--- config.mk ---
export PLATFORM = sky130hd
export DESIGN_NAME = sipo_frame_ctrl_flat
export DESIGN_NICKNAME = d
export VERILOG_FILES = /design/src/rtl/sipo_pkg.sv /design/src/rtl/sipo_frame_ctrl_if.sv /design/src/rtl/sipo_shift_reg.sv /design/src/rtl/sipo_frame_ctrl.sv /design/src/flat_wrapper.sv
export SDC_FILE = /design/constraint.sdc
export NUM_CORES = 1
export LEC_CHECK = 0
export ABC_AREA = 1
export ABC_CLOCK_PERIOD_IN_PS = 1000
export CAP_MARGIN = 25
export CORE_MARGIN = 2
export CORE_UTILIZATION = 49
export DETAILED_ROUTE_END_ITERATION = 10
export PLACE_DENSITY = 0.8
export SLEW_MARGIN = 5
export SYNTH_ARGS = -nofsm -noshare
export SYNTH_HDL_FRONTEND = slang
export SYNTH_HIERARCHICAL = 1
export SYNTH_SLANG_ARGS = --single-unit
--- constraint.sdc ---
create_clock -name clk -period 1 [get_ports clk]
set_input_delay 0.15 -clock clk [delete_from_list [all_inputs] [get_ports clk]]
set_output_delay 0.15 -clock clk [all_outputs]
set_load 0.01 [all_outputs]
--- src/rtl/sipo_pkg.sv ---
// Shared types and helpers for the framed serial-in/parallel-out controller.
package sipo_pkg;

  typedef enum logic {
    IDLE  = 1'b0,
    SHIFT = 1'b1
  } state_e;

  // Counter width for a WIDTH-bit word; never narrower than one bit.
  function automatic int unsigned clog2w(input int unsigned v);
    int unsigned r;
    r = $clog2(v);
    if (r < 1) r = 1;
    return r;
  endfunction

endpackage

--- src/rtl/sipo_frame_ctrl_if.sv ---
// Serial-in and parallel-out signal bundle for sipo_frame_ctrl.
// master: serial front end plus parallel consumer; slave: the controller.
interface sipo_frame_ctrl_if #(
  parameter int WIDTH = 4
);
  import sipo_pkg::*;

  localparam int CW = clog2w(WIDTH);

  logic             sin;
  logic             sin_valid;
  logic             sof;
  logic             abort;
  logic [WIDTH-1:0] dout;
  logic             dout_valid;
  logic             dout_ready;
  logic             busy;
  logic [CW-1:0]    bit_cnt;
  logic             overrun;
  logic             sync_err;

  modport master (
    output sin, sin_valid, sof, abort, dout_ready,
    input  dout, dout_valid, busy, bit_cnt, overrun, sync_err
  );

  modport slave (
    input  sin, sin_valid, sof, abort, dout_ready,
    output dout, dout_valid, busy, bit_cnt, overrun, sync_err
  );

endinterface

--- src/rtl/sipo_shift_reg.sv ---
// Serial-in/parallel-out shift register; newest bit enters at the LSB.
// clear with shift_en restarts the word with the incoming bit as bit 0.
module sipo_shift_reg #(
  parameter int WIDTH = 4
) (
  input  logic             clk,
  input  logic             reset,
  input  logic             shift_en,
  input  logic             clear,
  input  logic             sin,
  output logic [WIDTH-1:0] q
);

  // Shift contents: clear wins over hold, clear+shift starts a fresh word.
  always_ff @(posedge clk or negedge reset) begin
    if (!reset) begin
      q <= '0;
    end else if (clear && shift_en) begin
      q <= {{(WIDTH-1){1'b0}}, sin};
    end else if (clear) begin
      q <= '0;
    end else if (shift_en) begin
      q <= {q[WIDTH-2:0], sin};
    end
  end

endmodule

--- src/rtl/sipo_frame_ctrl.sv ---
// Framed SIPO controller: start-of-frame alignment, bit counting, one-entry
// output buffer with valid/ready drain, overrun and resync pulses.
//
//   state | meaning
//   ------+------------------------------------------------------------
//   IDLE  | waiting for sof; bits without sof are ignored
//   SHIFT | assembling words; streams word after word without new sof
module sipo_frame_ctrl
  import sipo_pkg::*;
#(
  parameter int WIDTH = 4
) (
  input  logic              clk,
  input  logic              reset,
  sipo_frame_ctrl_if.slave  bus
);

  localparam int            CW   = clog2w(WIDTH);
  localparam logic [CW-1:0] LAST = CW'(WIDTH - 1);

  logic [1:0]       rst_sync_q;
  logic             rst_n_int;

  state_e           state_q, state_d;
  logic [CW-1:0]    bit_cnt_q, bit_cnt_d;
  logic [WIDTH-1:0] dout_q, dout_d;
  logic             dout_valid_q, dout_valid_d;
  logic             overrun_q, overrun_d;
  logic             sync_err_q, sync_err_d;

  logic [WIDTH-1:0] sr_q;
  logic [WIDTH-1:0] new_word;
  logic             sof_hit;
  logic             bit_fire;
  logic             word_done;
  logic             sr_clear;

  // Reset asserts immediately, releases two clocks after reset rises.
  always_ff @(posedge clk or negedge reset) begin
    if (!reset) rst_sync_q <= '0;
    else        rst_sync_q <= {rst_sync_q[0], 1'b1};
  end

  assign rst_n_int = rst_sync_q[1];

  assign sof_hit   = bus.sin_valid && bus.sof && !bus.abort;
  assign bit_fire  = bus.sin_valid && !bus.abort && (bus.sof || state_q == SHIFT);
  assign word_done = bit_fire && !bus.sof && (bit_cnt_q == LAST);
  assign sr_clear  = bus.abort || sof_hit;
  assign new_word  = {sr_q[WIDTH-2:0], bus.sin};

  sipo_shift_reg #(.WIDTH(WIDTH)) u_shift (
    .clk      (clk),
    .reset    (rst_n_int),
    .shift_en (bit_fire),
    .clear    (sr_clear),
    .sin      (bus.sin),
    .q        (sr_q)
  );

  // FSM state register.
  always_ff @(posedge clk or negedge rst_n_int) begin
    if (!rst_n_int) state_q <= IDLE;
    else            state_q <= state_d;
  end

  // Next state, counter, output buffer and event pulses.
  always_comb begin
    state_d      = state_q;
    bit_cnt_d    = bit_cnt_q;
    dout_d       = dout_q;
    dout_valid_d = dout_valid_q;
    overrun_d    = 1'b0;
    sync_err_d   = 1'b0;

    if (bus.abort) begin
      state_d   = IDLE;
      bit_cnt_d = '0;
    end else if (sof_hit) begin
      state_d    = SHIFT;
      bit_cnt_d  = CW'(1);
      sync_err_d = (state_q == SHIFT) && (bit_cnt_q != '0);
    end else if (bit_fire) begin
      bit_cnt_d = word_done ? '0 : bit_cnt_q + CW'(1);
    end

    // A completing word may replace the buffer only if it empties this edge.
    if (dout_valid_q && bus.dout_ready) dout_valid_d = 1'b0;
    if (word_done) begin
      if (!dout_valid_q || bus.dout_ready) begin
        dout_d       = new_word;
        dout_valid_d = 1'b1;
      end else begin
        overrun_d = 1'b1;
      end
    end
  end

  // Datapath registers for counter, buffer and pulses.
  always_ff @(posedge clk or negedge rst_n_int) begin
    if (!rst_n_int) begin
      bit_cnt_q    <= '0;
      dout_q       <= '0;
      dout_valid_q <= 1'b0;
      overrun_q    <= 1'b0;
      sync_err_q   <= 1'b0;
    end else begin
      bit_cnt_q    <= bit_cnt_d;
      dout_q       <= dout_d;
      dout_valid_q <= dout_valid_d;
      overrun_q    <= overrun_d;
      sync_err_q   <= sync_err_d;
    end
  end

  assign bus.dout       = dout_q;
  assign bus.dout_valid = dout_valid_q;
  assign bus.busy       = (state_q == SHIFT);
  assign bus.bit_cnt    = bit_cnt_q;
  assign bus.overrun    = overrun_q;
  assign bus.sync_err   = sync_err_q;

endmodule
--- src/flat_wrapper.sv ---
// flat-port wrapper written by rule: the top's interface ports become plain ports
module sipo_frame_ctrl_flat import sipo_pkg::*;
#(
  parameter int WIDTH = 4
)
  (clk, reset, bus_sin, bus_sin_valid, bus_sof, bus_abort, bus_dout_ready, bus_dout, bus_dout_valid, bus_busy, bus_bit_cnt, bus_overrun, bus_sync_err);
  sipo_frame_ctrl_if #(.WIDTH(WIDTH)) bus_i ();
  input  logic clk;
  input  logic reset;
  input wire logic [$bits(bus_i.sin)-1:0] bus_sin;
  input wire logic [$bits(bus_i.sin_valid)-1:0] bus_sin_valid;
  input wire logic [$bits(bus_i.sof)-1:0] bus_sof;
  input wire logic [$bits(bus_i.abort)-1:0] bus_abort;
  input wire logic [$bits(bus_i.dout_ready)-1:0] bus_dout_ready;
  output wire logic [$bits(bus_i.dout)-1:0] bus_dout;
  output wire logic [$bits(bus_i.dout_valid)-1:0] bus_dout_valid;
  output wire logic [$bits(bus_i.busy)-1:0] bus_busy;
  output wire logic [$bits(bus_i.bit_cnt)-1:0] bus_bit_cnt;
  output wire logic [$bits(bus_i.overrun)-1:0] bus_overrun;
  output wire logic [$bits(bus_i.sync_err)-1:0] bus_sync_err;
  assign bus_i.sin = bus_sin;
  assign bus_i.sin_valid = bus_sin_valid;
  assign bus_i.sof = bus_sof;
  assign bus_i.abort = bus_abort;
  assign bus_i.dout_ready = bus_dout_ready;
  assign bus_dout = bus_i.dout;
  assign bus_dout_valid = bus_i.dout_valid;
  assign bus_busy = bus_i.busy;
  assign bus_bit_cnt = bus_i.bit_cnt;
  assign bus_overrun = bus_i.overrun;
  assign bus_sync_err = bus_i.sync_err;
  sipo_frame_ctrl #(.WIDTH(WIDTH)) u_core (.clk(clk), .reset(reset), .bus(bus_i));
endmodule
* Word-level counts from Yosys, hierarchy flattened *
Cells that the tools add are included.
Widths: inputs -> output; s select.

storage, ports and cells
  input port bits = 7
  output and inout port bits = 10
  flip-flop bits (word level) = 15
  logic and storage cells = 46

operators by class
  add/subtract/negate cells = 1
  reductions and logical operators = 20
  equality and inequality tests = 1
  muxes and demuxes = 16

operators with widths
  kind                 number
  $logic_and 1x1->1    9
  $mux 1               9
  $mux 3               3
  $mux 2               4
  $reduce_bool 3->1    2
  $reduce_bool 2->1    2
  $logic_not 1->1      3
  $logic_or 1x1->1     3
  $add 2x1->2 const B  1
  $eq 2x2->1 const B   1
  $reduce_and 2->1     1

* Depth between registers and ports, before layout *
Gate-level depths: netlist of run 1.

  depth in word-level cells = 9
  mapped depth = 6
  gate-level depth less buffers = 6

* By module *
The synthesis of run 1 kept the hierarchy.

by module, submodules not included
  module           area an instance (µm²)  cells each  seq. area each (µm²)  instances
  sipo_frame_ctrl  526.8                   55          300.3                 1
  sipo_shift_reg   158.9                   18          100.1                 1

* Worst setup path before layout of run 1 *
No wires, ideal clock.

  path type = reg2reg
  from = register u_core.bit_cnt_q[0] (netlist: u_core/bus.bit_cnt[0])
  to = register u_core.dout_q[0] (netlist: u_core/bus.dout[0])
  data required time = 0.883 ns
  arrival time = 1.038 ns
  cell stages (with the launch flop) = 7
  clock period less this slack = 1.155 ns
  path buffers = 0
  slack = -0.155 ns
  library setup time = 0.117 ns
  path through = dfrtp_1 ha_1 inv_1 nor2_2 nand3_2 nand2_1 nand2_1

on the way
  word-level cells in the longest chain between the ends = 3

ends and longest elaborated chain
  what                        line                    text
  start: declaration          sipo_frame_ctrl.sv:25   logic [CW-1:0] bit_cnt_q, bit_cnt_d;
  start signal: assignment    sipo_frame_ctrl.sv:108  bit_cnt_q <= bit_cnt_d;
  $eq 2x2->1                  sipo_frame_ctrl.sv:48   assign word_done = bit_fire && !bus.sof && (bit_cnt_q == LAST);
  $logic_and 1x1->1           sipo_frame_ctrl.sv:48
  $reduce_and 2->1 (no line)  --
  end signal: assignment      sipo_frame_ctrl.sv:109  dout_q <= dout_d;
  end: declaration            sipo_frame_ctrl.sv:26   logic [WIDTH-1:0] dout_q, dout_d;

No other way between the ends.
A chain may end at the register's enable or synchronous reset.

* Worst setup path in the final report of run 1 *
  from = register u_core.bit_cnt_q[0] (netlist: u_core/bus.bit_cnt[0])
  to = register u_core.bit_cnt_q[0] (netlist: u_core/bus.bit_cnt[0])

on the way
  word-level cells in the longest chain between the ends = 6
  elaborated cells on any way between the ends = 7
  classes of those cells = add/sub (1); eq/ne (1); mux (4); reduce/logical (1)

ends and longest elaborated chain
  what                                                 line                   text
  branches (longest 2 deep; another with $add 2x1->2)  --
  $mux 2 (*)                                           sipo_frame_ctrl.sv:84  bit_cnt_d = word_done ? '0 : bit_cnt_q + CW'(1);
  $mux 2 (*)                                           sipo_frame_ctrl.sv:83  end else if (bit_fire) begin
  $mux 2 (*)                                           sipo_frame_ctrl.sv:79  end else if (sof_hit) begin
  $mux 2 (*)                                           sipo_frame_ctrl.sv:76  if (bus.abort) begin

Mark *: on every way between the ends. The select of a mux whose other input is x is not followed.

==> results summary, run 1 <==
The run finished, with violations left. The final reports fail on setup timing. The number of hold buffers added after CTS came out at 0. Walking the worst path, the cells encountered are buf_6 > ha_4 > inv_2 > nor2_4 > nor2_2 > o21ai_1 > nand2_1. The clock tree from TritonCTS is yes. The die outline area came out at 0.00163 sq mm. The area of the core came out at 0.00127 sq mm. The number of buffer and inverter stages on the critical path came out at 2.

The number of cell instances on the worst register-to-register path is 7. The net count reported at finish is 122. Max-cap violations in this run came to 0.

In this run the worst setup path begins at u_core/bus.bit_cnt[0]. The remaining design rule violation count is 0. The worst setup slack after placement is -0.338 ns.

Combinational cells account for 17.5% of the total power. The worst-margin pin slew is 0.523 ns. The mean instance size in the synthesized netlist came out at 9.39 sq um.

The tree is rooted in a clkbuf_4. The wire length per cell came out at 16.1 um. The worst register-to-register path ends at u_core/bus.bit_cnt[0]. The power density relative to cell area is 1110 mW/mm^2. The netlist area before placement is 648 sq um. The critical path in this run is classified as flip-flop to flip-flop. Row generation in the floorplan step produced 13 rows. The number of cells after detailed placement is 109. The slowest stage of the critical path is the dfrtp_1 cell. The initial core utilization came out at 51.1%. The aggregate global routing overflow is 0. Global routing consumed, over all layers together, 22.7% of the routing resources.

The final-report max-slew violation count came out at 0. The total number of vias is 717. In the final layout, the share of cells above drive strength 1 is 46.4%. The proportion of power drawn by flip-flops and latches is 53.6%.

In this run the tightest slew margin relative to its limit is 65.2%. Along the worst path, the maximum fanout reaches 4. The count of final hold-check violations came out at 0. The clock latency at the later pin of the worst-skew pair came out at 0.28 ns. The maximum level of the CTS H-tree came out at 1. The number of top-level pins is 17.

The number of buffers on the longest clock path is 2. The horizontal die dimension came out at 40.4 um. Cell internal power was estimated by the tool at 0.879 mW. STA puts the critical path data arrival time at 1.50 ns. The number of antenna diodes in the final layout is 0. Clock-pin slew was measured on the worst setup and hold paths at 0.09 ns.

The endpoint required time on the critical path is 1.17 ns. The wire length of the first global-routing pass is 2320 um. The post-DP HPWL came out at 929 um. The remaining antenna violation count came out at 0. Net switching is 26.5% of the power. The number of global-route vias before repair is 509. The number of detailed-routing iterations run before antenna repair is 4. The number of failing setup endpoints in the final timing report came out at 15. The pin count of the biggest net entering global routing came out at 14. In this design, the stage delay of the slowest critical-path cell is 0.40 ns. Leaving out fill and tap cells, the most frequent cell in the layout is nand2_1. The termination of the worst setup path is u_core/bus.bit_cnt[0].

The upper clock frequency limit is 756 MHz. The initial antenna violation count came to 0. The part of the power in the clock network is 28.9%. The class of the tightest hold or removal check is input pin to asynchronous set/reset pin.

Setup repair after global routing could not meet its margin everywhere. The gate count of the mapped netlist is 69. For flop-to-flop paths, the worst setup slack is -0.32 ns. The post-detailed-route via-to-cell ratio is 5.65. STA classifies the critical path endpoint as a flip-flop.

Cells fill 84.6% of the core in the end. The net switching component of the power is 0.317 mW. The TritonCTS sink count is 15. The DRC marker count from the first detailed-route iteration is 61. In this run the static leakage power is 0.603 nW. The total detailed-routing wirelength is 2040 um. The maximum resistive drop on vdd is 0.951 mV. The top cell types in the final layout, fill and taps aside, are 22 x nand2_1, 19 x buf_4, 15 x dfrtp_1. The number of nets in the synthesized netlist is 78. Excluding fillers, the count of instances in the completed layout stands at 127. The depth of the critical timing path with buffers and inverters included is 7. Hold is met by 0.0259 ns.

The total number of yosys warnings came out at 6. The smallest setup slack after layout came out at -0.323 ns. From bottom edge to top edge, the die measures 40.4 um. After layout, the worst path uses 132% of the clock period. The setup skew after layout came out at 0.0122 ns. The type of element launching the critical path is a flip-flop. The area added between synthesis and finish is 65.6%. The cell family contributing the most delay on the critical path is flip-flops. The worst path in the final design needs a cycle of 1.32 ns, including I/O delays and setup. Buffers placed on the I/O ports in this run total 16. The startpoint identified for the worst register-to-register timing path is u_core/bus.bit_cnt[0].

The last weighted congestion value of the routability-driven placer is 0.793. TritonCTS created 3 clock buffers.
per-layer routing:
| layer | wire (um) | up-vias | global-route usage, % |
|---|---|---|---|
| met5 | 0 | - | 0 |
| met4 | 139 | 0 | 9.17 |
| met3 | 210 | 29 | 5.00 |
| met2 | 931 | 64 | 36.9 |
| met1 | 762 | 317 | 28.9 |
| li1 | - | 307 | - |
registers in the layout, summed over array words and instances (netlist names):
signal,count
u_core/bus.bit_cnt,2
u_core/bus.busy,1
u_core/bus.dout,4
u_core/bus.dout_valid,1
u_core/bus.overrun,1
u_core/bus.sync_err,1
u_core/rst_sync_q,2
u_core/u_shift/q,3
area by class of cell:
| cell class | count | area (sq um) |
|---|---|---|
| fillers | 79 | 195 |
| well taps | 15 | 18.8 |
| flip-flops and latches | 15 | 375 |
| multi-input cells | 47 | 309 |
| repair buffers | 39 | 315 |
| inverters | 7 | 28.8 |
| clock buffers | 4 | 26.3 |
power groups by stage:
stage               registers, mW  clock network [mW]  logic [mW]
finish                      0.642               0.346       0.209
global route                0.646               0.372       0.217
CTS                         0.640               0.351       0.142
detailed placement          0.655                   0       0.117
global placement            0.654                   0       0.114
floorplan                   0.653                   0      0.0491
worst min-delay path by stage:
stage                                       to  slack [ns]  cells past startpoint
after floorplan           u_core/rst_sync_q[0]       -0.15                      0
after global placement     u_core/u_shift/q[1]        0.23                      0
after detailed placement   u_core/u_shift/q[0]        0.23                      0
after CTS                 u_core/rst_sync_q[0]        0.02                      1
after global routing      u_core/rst_sync_q[0]        0.03                      1
final                     u_core/rst_sync_q[0]        0.03                      1
metrics by stage:
stage,power [mW],cell area (sq um),TNS [ns]
3_3_place_gp,0.768,900,-3.19
4_1_cts,1.13,957,-1.27
3_5_place_dp,0.772,900,-3.62
2_1_floorplan,0.702,653,-0.507
6_report,1.20,1070,-2.75
5_1_grt,1.23,1070,-3.51
repair_timing:
item,4_1_cts,5_1_grt
endpoints found under the setup margin,22,15
gates resized for setup,47,18
buffers inserted,5,9
pin swaps,9,7
No activity file was read; power rests on OpenSTA's default activity.
==> inputs of run 2 (changes only) <==
- ABC_CLOCK_PERIOD_IN_PS: 1000 -> default
- CORE_UTILIZATION: 49 -> 46
- PLACE_DENSITY: 0.8 -> 0.75
- SLEW_MARGIN: 5 -> 25
- clock period: 1 -> 1.5 ns (I/O delays scaled with it)
==> results summary, run 2 (synthesized netlist as in run 1, its figures left out) <==
The remaining antenna violation count is 0 (unchanged). The antenna diode count came to 0 (unchanged). The number of cell instances on the worst register-to-register path came to 7 (unchanged).

The remaining design rule violation count is 0 (unchanged). The area of the core came out at 0.00130 sq mm (+2.6%). The maximum resistive drop on vdd is 0.793 mV (-17%). The number of failing setup endpoints in the final timing report was 0 (-15). The number of max-cap violations was 0 (unchanged).

The number of flip-flops in the largest register is 4 (unchanged). The share of the clock period used by the worst path came out at 96.9%. The number of fill cells in the layout came to 110 (+39%). The TritonCTS sink count came to 15 (unchanged). The pin count of the biggest net entering global routing came out at 14 (unchanged). The initial antenna violation count is 0 (unchanged).

In the layout the commonest cells are 24 x nand2_1, 15 x clkdlybuf4s50_1, 15 x dfrtp_1. The number of top-level pins is 17 (unchanged). The global-route met1 utilization is 19.4% (-9.5 points). The clock period could shrink to 1.45 ns.

The relative slew slack is 66.1% (+0.90 points). The DRC marker count from the first detailed-route iteration is 6 (-90%). The net count reported at finish is 101 (-17%). After global routing, the most crowded layer is met2.

The share of final-layout standard cells stronger than drive strength 1 was 12.1% (-34 points). The routing usage on met3 came out at 3.91% (-1.1 points). The total detailed-routing wirelength is 1140 um (-44%). The horizontal die dimension came out at 41.5 um (+2.9%). The initial core utilization came out at 49.8% (-1.3 points). The class of the tightest hold or removal check is input pin to asynchronous set/reset pin. The power density relative to cell area is 833 mW/mm^2 (-25%). The final-report max-slew violation count is 0 (unchanged).

The clock latency at the later pin of the worst-skew pair came out at 0.28 ns (about the same). The wire length per cell is 10.8 um (-33%). The worst setup slack after placement is 0.0825 ns (+0.421 ns).

The clock transition at the registers of the reported paths came out at 0.08 ns (about the same). The clock root buffer is clkbuf_4. The setup skew after layout is 0.00317 ns (-0.00904 ns). The library cell used most frequently in the layout, excluding fill and tap cells, is nand2_1.

Setup repair after global routing left no endpoint under its margin. The utilization after layout came to 66.9% (-18 points). The slowest stage of the critical path is the clkdlybuf4s50_1 cell. The last weighted congestion value of the routability-driven placer was 0.844 (+6.4%). The minimum setup slack among reg-to-reg paths was 0.20 ns (+0.52 ns). The wire length of the first global-routing pass is 2100 um (-9.5%). The worst path arrival time came out at 1.23 ns (-0.27 ns).

The maximum level of the CTS H-tree was 1 (unchanged). The count of final hold-check violations is 0 (unchanged). The critical path class is flip-flop to primary output. The maximum fanout along the worst path is 3 (-1). The number of global-route vias before repair came to 500 (-1.8%). The number of buffers on the longest clock path is 2 (unchanged). The number of hold buffers added after CTS came to 0 (unchanged). The smallest setup slack after layout is 0.0467 ns (+0.370 ns). STA classifies the critical path startpoint as a flip-flop. The aggregate global routing overflow is 0 (unchanged). The die outline area came out at 0.00173 sq mm (+5.9%). The post-route non-filler standard cell count came to 106 (-17%). The number of detailed-routing iterations run before antenna repair is 4 (unchanged). In this run the critical register-to-register path is captured at u_core/bus.dout[0]. The clock buffer count from CTS came out at 3 (unchanged). The total number of vias is 508 (-29%). The post-detailed-route via-to-cell ratio is 4.79 (-15%). The worst stage delay on the critical path came out at 0.56 ns (+0.16 ns).

The cell leakage power is 0.461 nW (-23%). The count of input and output buffers is 16 (unchanged). The area added between synthesis and finish came out at 34.4%. The endpoint required time on the critical path is 1.27 ns (+0.10 ns).

The summed negative setup slack over all endpoints is 0 ns (+2.75 ns). The global routing usage on met2 came out at 26.3% (-11 points). The critical path capture point type is a primary output. In this run the critical register-to-register path is launched from u_core/bus.bit_cnt[0]. The global-route usage over all layers is 16.5% (-6.2 points). The clock tree from TritonCTS is yes. The number of buffer and inverter stages on the critical path came out at 1 (-1).

The worst-margin pin slew is 0.509 ns (-0.0135 ns). The floorplan die height was 41.5 um (+2.9%). The run finished with clean final reports. The critical path goes through clkdlybuf4s50_1. The post-DP HPWL came out at 914 um (-1.6%). The cell family contributing the most delay on the critical path is buffers and inverters. Based on the critical path, the design can be clocked at up to 688 MHz. The number of rows created at floorplan came out at 13 (unchanged). The number of cells after detailed placement came out at 101 (-7.3%).
run 2: cell count changes in the layout (fill, tap and decap cells not counted), sizes merged:
| cell | delta |
|---|---|
| buf | -31 |
| dlymetal6s2s | -1 |
| clkdlybuf4s50 | +11 |
run 2: where the power goes:
part / switching [mW] / leakage, nW / internal [mW]
clock: 0.118 / 0.0150 / 0.103
combinational: 0.0391 / 0.244 / 0.0393
sequential: 0.0122 / 0.203 / 0.414
total: 0.170 / 0.461 / 0.556
run 2: per-stage QoR:
stage / area [sq um] / hold WS, ns / total power [mW]
final: 871 / 0.0966 / 0.726
after global routing: 871 / 0.0913 / 0.760
after CTS: 861 / 0.0950 / 0.732
after detailed placement: 835 / 0.221 / 0.510
after global placement: 835 / 0.220 / 0.507
after floorplan: 648 / -0.0706 / 0.468
run 2: repair_timing:
item,CTS,global route
endpoints found under the setup margin,0,2
resized for setup,0,1
buffers inserted,0,1
run 2: per-layer routing:
metal / vias up / share of wire [%]
met2: 11 / 46
met5: - / 0
met4: 0 / 3.6
li1: 263 / -
met3: 4 / 3.7
met1: 230 / 47
run 2: worst max path at each step:
stage	startpoint	endpoint	slack [ns]	cells past startpoint
5_1_grt	u_core/bus.busy	bus_busy	0.002	1
3_3_place_gp	bus_sof	u_core/bus.dout[0]	0.10	6
4_1_cts	u_core/bus.bit_cnt[0]	bus_bit_cnt[0]	0.003	1
3_5_place_dp	bus_abort	u_core/bus.dout[2]	0.08	7
2_1_floorplan	u_core/bus.bit_cnt[0]	u_core/bus.dout[0]	0.35	6
6_report	u_core/bus.busy	bus_busy	0.05	1
run 2: layout make-up:
cell class | instances | area, sq um | area share (%)
inverter | 7 | 26.3 | 3.02
multi-input combinational | 47 | 246 | 28.3
sequential | 15 | 375 | 43.1
tap | 15 | 18.8 | 2.16
clock buffer | 4 | 26.3 | 3.02
timing repair buffer | 18 | 178 | 20.4
==> inputs of run 3 (changes only) <==
- ABC_AREA: 1 -> default
- ABC_CLOCK_PERIOD_IN_PS: default -> 1500
- GPL_TIMING_DRIVEN: default -> 0
==> results summary, run 3 <==
The flow ran to the end, but the final reports show violations. The checks that failed: setup timing. The initial antenna violation count is 0 (unchanged). The relative slew slack came out at 65.8% (-0.30 points). In this run the critical register-to-register path is captured at u_core/bus.bit_cnt[1].

The remaining antenna violation count was 0 (unchanged). The minimum setup slack among reg-to-reg paths came to -0.02 ns (-0.22 ns). The total number of yosys warnings came out at 6 (unchanged). The maximum resistive drop on vdd is 0.546 mV (-31%). The worst path arrival time is 1.72 ns (+0.49 ns). The start point of the critical path is u_core/bus.bit_cnt[0]. The smallest setup slack after layout came out at -0.0213 ns (-0.0680 ns). TritonCTS built the clock tree. The gate count of the mapped netlist came to 53 (-23%).

Leaving out fill and tap cells, the most frequent cell in the layout is dfrtp_1. The total detailed-routing wirelength is 1250 um (+9.4%). The worst hold path belongs to the class input pin to asynchronous set/reset pin. The summed negative setup slack over all endpoints is -0.0213 ns (-0.0213 ns). The count of final hold-check violations is 0 (unchanged). The last weighted congestion value of the routability-driven placer came to 0.773 (-8.3%).

The aggregate global routing overflow is 0 (unchanged). The number of rows created at floorplan came out at 13 (unchanged). The number of failing setup endpoints in the final timing report came to 1 (+1). The final-layout worst hold slack came out at 0.103 ns (+0.00623 ns).

The wire length of the first global-routing pass came out at 2060 um (-2.0%). The area of the core came out at 0.00132 sq mm (+1.2%). The total number of vias came out at 469 (-7.7%). The final cell area excluding filler cells came out at 926 sq um (+6.3%). The critical path goes through buf_4 > inv_1 > ha_1 > or3b_2 > a21oi_2. Among cell families on the critical path, the largest total delay comes from simple AND/OR/NAND/NOR gates. The endpoint required time on the critical path came to 1.70 ns (+0.43 ns). The setup skew after layout came to 0.00156 ns (-0.00161 ns).

The mean instance size in the synthesized netlist is 12.5 sq um (+33%). The wire length per cell came out at 13.3 um (+23%). The floorplan die height is 41.9 um (+0.95%). The final period demand of the worst path came out at 1.52 ns (+0.0680 ns). The clock latency at the later pin of the worst-skew pair is 0.27 ns (about the same). The worst stage delay on the critical path is 0.48 ns (-0.08 ns). The count of input and output buffers is 16 (unchanged). The post-route non-filler standard cell count came out at 94 (-11%).

STA classifies the critical path endpoint as a flip-flop. The number of cell instances on the worst register-to-register path came out at 5 (-2). The worst setup slack after placement was -0.346 ns (-0.428 ns). The worst setup path is launched from a flip-flop. The slowest stage of the critical path belongs to the cell or3b_2. The DRC marker count from the first detailed-route iteration was 3 (-3). The cell leakage power was 0.467 nW (+1.3%).

The final-report max-slew violation count came to 0 (unchanged). The antenna diode count was 0 (unchanged). The total chip power was 0.725 mW (-0.12%). The worst-margin pin slew is 0.514 ns (+0.00451 ns). The share of the clock period used by the worst path is 101% (+4.5 points).

The number of max-cap violations is 0 (unchanged). The utilization after layout came out at 70.3% (+3.4 points). The clock buffer count from CTS came out at 3 (unchanged).

The initial core utilization is 50.2% (+0.43 points). The pin count of the biggest net entering global routing is 14 (unchanged). The remaining design rule violation count came out at 0 (unchanged). Setup repair after global routing could not meet its margin everywhere.

The post-DP HPWL is 817 um (-11%). The library cells used most frequently in the layout, excluding fill and tap cells, are 14 x dfrtp_1, 12 x clkdlybuf4s50_1, 6 x nor2_1, 6 x buf_4. The number of buffers on the longest clock path was 2 (unchanged). The post-placement cell area is 841 sq um (+0.75%). The cell sitting at the root of the clock tree is a clkbuf_4. The number of top-level pins came out at 17 (unchanged). The global-route usage over all layers is 16.1% (-0.41 points). The maximum fanout along the worst path came to 4 (+1).

The post-detailed-route via-to-cell ratio came to 4.99 (+4.1%). The area added between synthesis and finish came out at 39.9%. The share of final-layout standard cells stronger than drive strength 1 came out at 30.4% (+18 points).

In this run the critical register-to-register path is launched from u_core/bus.bit_cnt[0]. The number of fill cells in the layout came out at 98 (-11%). The critical path is of the flip-flop to flip-flop type. The number of nets in the synthesized netlist was 62 (-21%). The upper clock frequency limit is 657 MHz (-4.5%).

The clock transition at the registers of the reported paths came out at 0.08 ns (about the same). The TritonCTS sink count is 15 (unchanged). The netlist area before placement came out at 662 sq um (+2.1%). The die outline area came out at 0.00176 sq mm (+1.9%). The combined area of the multi-input logic cells is 274 sq um (+11%).

The number of global-route vias before repair came out at 451 (-9.8%). The area taken by flip-flops and latches came out at 377 sq um (+0.33%). The number of cells after detailed placement is 84 (-17%). The maximum level of the CTS H-tree came out at 1 (unchanged). The number of detailed-routing iterations run before antenna repair is 4 (unchanged). The horizontal die dimension is 41.9 um (+0.95%). The number of flip-flops in the largest register was 4 (unchanged).

The power density relative to cell area came out at 783 mW/mm^2 (-6.1%). The net count reported at finish is 89 (-12%). The number of buffer and inverter stages on the critical path is 2 (+1).
-- run 3: cell count changes in the layout (fill, tap and decap cells not counted), moves of 3 or more --
cell,previous run,this run
inv_1,7,2
buf_4,2,6
clkdlybuf4s50_1,15,12
mux2_2,0,3
nand4_1,5,0
nand2_1,24,3
-- run 3: what timing repair did --
item                                    in CTS  in global routing
hold buffers                                 0                  0
endpoints found under the setup margin       5                  8
pin swaps                                    1                  1
buffers inserted                             5                  1
gates resized for setup                      4                  5
-- run 3: worst max-delay path by stage --
stage	to	slack, ns	cells after the start
after floorplan	u_core/bus.dout[0]	0.01	4
after global placement	u_core/bus.dout[3]	-0.31	4
after detailed placement	u_core/bus.dout[3]	-0.35	4
after CTS	u_core/bus.dout[3]	0.01	5
after global routing	u_core/bus.bit_cnt[1]	-0.05	5
final	u_core/bus.bit_cnt[1]	-0.02	5
-- run 3: cell type report --
| class | count | share of cell area (%) |
|---|---|---|
| Timing Repair Buffer | 22 | 22.4 |
| Inverter | 3 | 1.22 |
| Multi-Input combinational cell | 34 | 29.6 |
| Sequential cell | 15 | 40.7 |
| Buffer | 1 | 1.22 |
| Clock buffer | 4 | 2.84 |
| Tap cell | 15 | 2.03 |
-- run 3: worst register-to-register path, stage by stage (launching register included) --
cell,delay (ns)
dfrtp_1,0.40
buf_4,0.13
inv_1,0.03
ha_1,0.26
or3b_2,0.48
a21oi_2,0.15
-- run 3: where the power goes --
group	internal, mW	leakage [nW]	switching [mW]
combinational	0.0459	0.251	0.0333
sequential	0.413	0.201	0.0140
clock	0.103	0.0150	0.115
-- run 3: routing by layer --
layer  global-route usage (%)  routed length [um]
met1                     21.2                 547
met3                     3.91                  38
met2                     24.7                 649
met5                        0                   0
met4                     7.74                  14
